`src/rtl/axi_grid_router_in_port.sv`:
```
// Grid router input port: FIFO buffer with XY dimension-order routing of the head flit.
// The head flit is broadcast on flit_o; valid_o raises exactly one direction request.
module axi_grid_router_in_port #(
    parameter int unsigned X_W       = 4,
    parameter int unsigned Y_W       = 4,
    parameter int unsigned PAYLOAD_W = 64,
    parameter int unsigned DEPTH     = 4,
    parameter int unsigned MY_X      = 0,
    parameter int unsigned MY_Y      = 0,
    localparam int unsigned FLIT_W   = X_W + Y_W + PAYLOAD_W,
    localparam int unsigned AW       = $clog2(DEPTH),
    localparam int unsigned CW       = AW + 1
) (
    input  logic              clk_i,
    input  logic              arst_ni,
    input  logic [FLIT_W-1:0] flit_i,
    input  logic              valid_i,
    output logic              ready_o,
    output logic [FLIT_W-1:0] flit_o,
    output logic [4:0]        valid_o,
    input  logic [4:0]        ready_i,
    output logic [CW-1:0]     count_o
);

    localparam logic [X_W-1:0] MY_X_L = X_W'(MY_X);
    localparam logic [Y_W-1:0] MY_Y_L = Y_W'(MY_Y);

    logic [FLIT_W-1:0] r_mem [DEPTH];
    logic [AW-1:0]     r_wr_ptr;
    logic [AW-1:0]     r_rd_ptr;
    logic [CW-1:0]     r_count;

    logic [FLIT_W-1:0] w_head;
    logic [X_W-1:0]    w_dst_x;
    logic [Y_W-1:0]    w_dst_y;
    logic [4:0]        w_route;
    logic              w_push;
    logic              w_pop;

    assign w_head  = r_mem[r_rd_ptr];
    assign w_dst_x = w_head[FLIT_W-1 -: X_W];
    assign w_dst_y = w_head[FLIT_W-X_W-1 -: Y_W];

    // X is resolved fully before Y; bit order E, W, N, S, L.
    always_comb begin
        w_route = 5'b00000;
        if (w_dst_x > MY_X_L) begin
            w_route[0] = 1'b1;
        end else if (w_dst_x < MY_X_L) begin
            w_route[1] = 1'b1;
        end else if (w_dst_y > MY_Y_L) begin
            w_route[2] = 1'b1;
        end else if (w_dst_y < MY_Y_L) begin
            w_route[3] = 1'b1;
        end else begin
            w_route[4] = 1'b1;
        end
    end

    // Full means no push even when the head leaves this cycle.
    assign ready_o = (r_count < CW'(DEPTH));
    assign valid_o = (r_count != '0) ? w_route : 5'b00000;
    assign flit_o  = w_head;
    assign count_o = r_count;
    assign w_push  = valid_i && ready_o;
    assign w_pop   = |(valid_o & ready_i);

    always_ff @(posedge clk_i or negedge arst_ni) begin
        if (!arst_ni) begin
            r_wr_ptr <= '0;
            r_rd_ptr <= '0;
            r_count  <= '0;
        end else begin
            if (w_push) begin
                r_wr_ptr <= r_wr_ptr + AW'(1);
            end
            if (w_pop) begin
                r_rd_ptr <= r_rd_ptr + AW'(1);
            end
            if (w_push && !w_pop) begin
                r_count <= r_count + CW'(1);
            end else if (w_pop && !w_push) begin
                r_count <= r_count - CW'(1);
            end
        end
    end

    always_ff @(posedge clk_i) begin
        if (w_push) begin
            r_mem[r_wr_ptr] <= flit_i;
        end
    end

endmodule

```
`config.mk`:
```
export PLATFORM = sky130hd
export DESIGN_NAME = axi_grid_router_in_port
export DESIGN_NICKNAME = d
export VERILOG_FILES = /design/src/rtl/axi_grid_router_in_port.sv
export SDC_FILE = /design/constraint.sdc
export NUM_CORES = 1
export LEC_CHECK = 0
export CORE_ASPECT_RATIO = 1.4
export CORE_MARGIN = 4
export CORE_UTILIZATION = 38
export CTS_CLUSTER_SIZE = 25
export DETAILED_ROUTE_END_ITERATION = 7
export HOLD_SLACK_MARGIN = 0.03
export PLACE_DENSITY = 0.6
export SYNTH_ARGS = -nofsm -noshare
export SYNTH_HDL_FRONTEND = slang
export SYNTH_SLANG_ARGS = --single-unit
```
`constraint.sdc`:
```
create_clock -name clk_i -period 3.3 [get_ports clk_i]
set_clock_uncertainty 0.15 [all_clocks]
set_input_delay 0.66 -clock clk_i [delete_from_list [all_inputs] [get_ports clk_i]]
set_output_delay 0.66 -clock clk_i [all_outputs]
set_load 0.005 [all_outputs]
```
---- After elaboration in Yosys (flattened, before gate mapping) ----
Memories as Yosys holds them, arrays and structs flattened.
Cells that the tools add are included.
operators by class
  add/sub/neg operators ................... 4
  $lt $le $gt $ge ......................... 5
  mux-type cells .......................... 13
  bitwise gates (word level) .............. 1
  reductions and logical operators ........ 8
operator list
  operator                                            count
  two-way mux 3 bit                                   3
  > comparator 4 x 1 -> 1 bit, second input constant  2
  < comparator 4 x 1 -> 1 bit, second input constant  2
  two-way mux 1 bit                                   7
  AND 5 bit                                           1
  two-way mux 5 bit                                   1
  OR reduction 5 bit                                  1
  adder 2 x 1 -> 2 bit, second input constant         2
  two-way mux 4 bit                                   1
  adder 3 x 1 -> 3 bit, second input constant         1
  logical AND 1 bit                                   3
  < comparator 3 bit, second input constant           1
  nonzero test 3 bit                                  1
  subtractor 3 x 1 -> 3 bit, second input constant    1
  logical NOT 1 bit                                   2
  two-way mux 2 bit                                   1
  nonzero test 2 bit                                  1
storage, ports and cells
  register bits after elaboration ......... 7
  bits in writable memories ............... 288
  input bits .............................. 80
  output and inout bits ................... 81
  word-level logic and storage cells ...... 35
  memories kept ........................... 1
memories
  name   depth  bits a word  read ports  clocked after Yosys merged registers in  write ports  line  RTL
  r_mem  4      72           1           0                                        1            28    logic [FLIT_W-1:0] r_mem [DEPTH];

---- Longest topological paths before layout ----
An unclocked memory read counts as a cell.
  depth in word-level cells ............... 12
  mapped depth ............................ 12
  gate-level depth less buffers ........... 10

---- Least setup slack after synthesis ----
Ideal clock, no wire load.
  kind .................................... input port to flip-flop
  start point ............................. input port valid_i
  end point ............................... memory r_mem[2][0] (netlist bit), enable pin
  setup time .............................. 0.438 ns
  arrival ................................. 2.723 ns
  required time ........................... 2.712 ns
  path slack .............................. -0.011 ns
  stages .................................. 3
  buffers on the path ..................... 1
  cells stage by stage .................... nor2b_1 > clkbuf_1 > and2_1
between the ends
  longest elaborated chain between the ends .. 3
ends and longest elaborated chain
  item                                     line  RTL
  from (decl)                              17    input logic valid_i,
  logical AND 1 bit                        65    assign w_push = valid_i && ready_o;
  net w_push                               37    logic w_push;
  two-way mux 1 bit                        89    if (w_push) begin
  two-way mux 1 bit (implied by the code)  90    r_mem[r_wr_ptr] <= flit_i;
  to (decl)                                28
The timed path passes the listed nets, and every way through them passes these cells.

---- Final worst setup path ----
  start point ............................. register r_rd_ptr[0]
  end point ............................... output port valid_o[4]
between the ends
  longest elaborated chain between the ends .. 7
  elaborated cells between the ends (all ways) .. 10
ends and longest elaborated chain
  item                         line  RTL
  from (decl)                  30    logic [AW-1:0] r_rd_ptr;
  from (signal assigned)       78    r_rd_ptr <= r_rd_ptr + AW'(1);
  memory read (4 x 72 bit) *   --
  < comparator 4 x 1 -> 1 bit  53    end else if (w_dst_y < MY_Y_L) begin
  two-way mux 1 bit            53
  two-way mux 2 bit            51    end else if (w_dst_y > MY_Y_L) begin
  two-way mux 3 bit            49    end else if (w_dst_x < MY_X_L) begin
  two-way mux 4 bit *          47    if (w_dst_x > MY_X_L) begin
  two-way mux 5 bit *          62    assign valid_o = (r_count != '0) ? w_route : 5'b00000;
  to (decl)                    20    output logic [4:0] valid_o,
Mark *: on every way between the ends. The rest lies on a longest branch, timed or not.

==> flow_summary.json <==
{
  "status": "finished, violations left",
  "violations": "setup timing",
  "critPathSlowestCell": "or4_4",
  "critPathCaptureType": "output port",
  "num_vias": 5222,
  "max_freq_ghz": 0.288,
  "synthCells": 440,
  "setup_slack_ns": -0.171,
  "r2r-end": "count_o[1]",
  "via_per_inst": 4.95,
  "grt_pass1_vias": 5890,
  "cp_common_cell": "buf_12",
  "ys.flop_type": "edfxtp_1",
  "crit_type": "reg2out",
  "cts_hold_buf": 0,
  "wirelength_um": 22700,
  "cp-startpoint": "r_rd_ptr[0]",
  "critPathMaxStageDelay_ns": 0.57,
  "fin_crit_sh_pct": 105,
  "die_w_um": 151,
  "p_leak_nw": 5.08,
  "synth.distinct_cells": 36,
  "area_growth_pct": 33.1,
  "clock_path_buffers": 3,
  "mostFrequentLayoutCell": "edfxtp_1",
  "fin_util_pct": 51.3,
  "grt_use_met3_pct": 2.62,
  "whs_ns": 0.230,
  "grt_overflow": 0,
  "antenna_found_initial": 0,
  "ys_seq_elements": 295,
  "syn_area_per_cell_um2": 24.9,
  "worstSkewPairLatency_ns": 0.54,
  "r2r_cells": 11,
  "start_util_pct": 38.5,
  "met2_usage_pct": 26.4,
  "gp_congestion": 0.756,
  "clk_pin_slew_ns": 0.06,
  "crit_fanout": 3,
  "crit_chain": "buf_12, mux4_2, or4_4, buf_6, buf_12, nor3_2, buf_2",
  "cp.depth": 7,
  "grtUsageMet1_pct": 16.6,
  "grt.total_usage_pct": 14.2,
  "first_pass_iters": 4,
  "die_h_um": 209,
  "holdCritPathClass": "in2async",
  "synth-edff-count": 288,
  "worstPathArrival_ns": 2.66,
  "cts_htree_levels": 1,
  "fp.dieArea_mm2": 0.0316,
  "crit_buf_inv": 4,
  "drtAntennaViolNets": 0,
  "num_rows": 73,
  "grt_max_degree": 41,
  "clock-root-buffer": "clkbuf_16",
  "r2r_start": "r_rd_ptr[0]",
  "seq_area_frac_synth_pct": 80.6,
  "wire_per_inst_um": 21.6,
  "grt_most_used_layer": "met2",
  "hold_viol": 0,
  "cp.required_ns": 2.49,
  "diodes": 0,
  "grt_first_pass_wirelength_um": 34200,
  "route.detailed.drc": 0,
  "rrSetupSlack_ns": -0.15,
  "fin_nets": 745,
  "clock_sinks": 295,
  "start_kind": "register",
  "dp_hpwl_um": 13600,
  "slew_viol_final": 0,
  "yosysWarnings": 0,
  "finalCriticalPeriod_ns": 3.47,
  "numCtsBuffers": 28,
  "synthesis.area_mm2": 0.0109,
  "core_area_mm2": 0.0284,
  "setup_viol": 4,
  "mostFrequentLayoutCells": "edfxtp_1, clkdlybuf4s50_1, mux4_2",
  "critPathTopFamily": "simple AND/OR/NAND/NOR gates",
  "drive_gt1_share_pct": 27.0,
  "port_buffers": 156,
  "ir_drop_v": 0.000519,
  "cts_tree": "yes",
  "crit_path_end": "valid_o[4]",
  "max_cap_violations": 0,
  "top_level_ports": 161,
  "power_density_mw_per_mm2": 838,
  "drt_first_iter_violations": 263,
  "maxSlewHeadroom_pct": 56.8,
  "worst_slew_pin_slew_ns": 0.643,
  "rsz0062_at_grt": "yes",
  "synthArstFlopShare_pct": 2.37
}
power by group:
group	switching (mW)	internal [mW]	total [mW]
registers	0.171	4.70	4.87
clock network	1.28	1.91	3.19
logic	1.77	2.39	4.15
sequential cells by signal, summed over array words and instances, names as in the netlist:
name	flops
count_o	3
r_wr_ptr	2
r_rd_ptr	2
r_mem	288
worst min path at each step:
| stage | startpoint | end | slack [ns] |
|---|---|---|---|
| 6_report | arst_ni | count_o[0] | 0.23 |
| 5_1_grt | arst_ni | count_o[0] | 0.23 |
| 4_1_cts | arst_ni | count_o[0] | 0.21 |
| 3_5_place_dp | count_o[0] | count_o[0] | 0.44 |
| 3_3_place_gp | count_o[0] | count_o[0] | 0.42 |
| 2_1_floorplan | arst_ni | count_o[0] | 0.21 |
worst register-to-register path: stages, from the launching register on:
cell     delay, ns
dfrtp_4       0.51
buf_12        0.15
mux4_2        0.45
or4_4         0.57
buf_6         0.14
buf_6         0.10
o21a_1        0.18
a21o_1        0.17
ha_2          0.18
inv_2         0.05
fa_2          0.43
mux2_2        0.27
through the flow:
stage	setup slack, ns	TNS [ns]	total power, mW	std cells	area (um^2)
2_1_floorplan	0.0944	0	6.77	441	11000
3_3_place_gp	0.0497	0	8.67	973	13100
3_5_place_dp	0.0112	0	8.77	973	13100
4_1_cts	-0.184	-4.88	12.3	1045	14300
5_1_grt	-0.247	-0.824	12.8	1054	14600
6_report	-0.171	-0.395	12.2	1054	14600
per-layer routing:
| metal | vias up | wire (um) | part of all wire [%] |
|---|---|---|---|
| met1 | 2745 | 8540 | 38 |
| met3 | 27 | 1030 | 4.5 |
| li1 | 2327 | - | - |
| met5 | - | 0 | 0 |
| met2 | 123 | 12700 | 56 |
| met4 | 0 | 435 | 1.9 |
logic make-up after synthesis:
logic type,Yosys count,share of synthesized area [%]
buf+inv,26,1.11
compound gates,14,1.02
other cells,1,0.0343
flops,295,80.6
xor+xnor,4,0.320
mux,73,14.9
fa+ha+maj,6,0.755
simple gates,21,1.20
synthesized netlist by cell type (2+ instances only):
library cell	instances	area, um^2
and2_1	4	25.0
and3_1	2	12.5
buf_1	5	18.8
buf_4	2	15.0
buf_6	2	22.5
clkbuf_1	10	37.5
dfrtp_1	7	175
edfxtp_1	288	8650
ha_1	5	62.6
inv_1	6	22.5
mux4_2	72	1620
nand2_1	2	7.51
nor2_1	2	7.51
nor2b_1	3	18.8
nor3_1	2	10.0
o2111ai_1	2	17.5
o21ai_0	3	15.0
o41ai_1	2	17.5
or4_4	2	22.5
xnor2_1	3	26.3
cell type report:
type,instances,area (um^2)
clock buffers,34,744
clock inverters,16,178
fillers,2218,13800
inverters,6,22.5
multi-input cells,120,2050
flip-flops and latches,295,8830
well taps,375,469
repair buffers,208,2270
timing repair:
action	CTS	global route
pin swaps	4	8
endpoints found under the setup margin	68	50
resized for setup	64	48
cloned	3	3
buffers inserted	19	6
No activity file was read; power rests on OpenSTA's default activity.
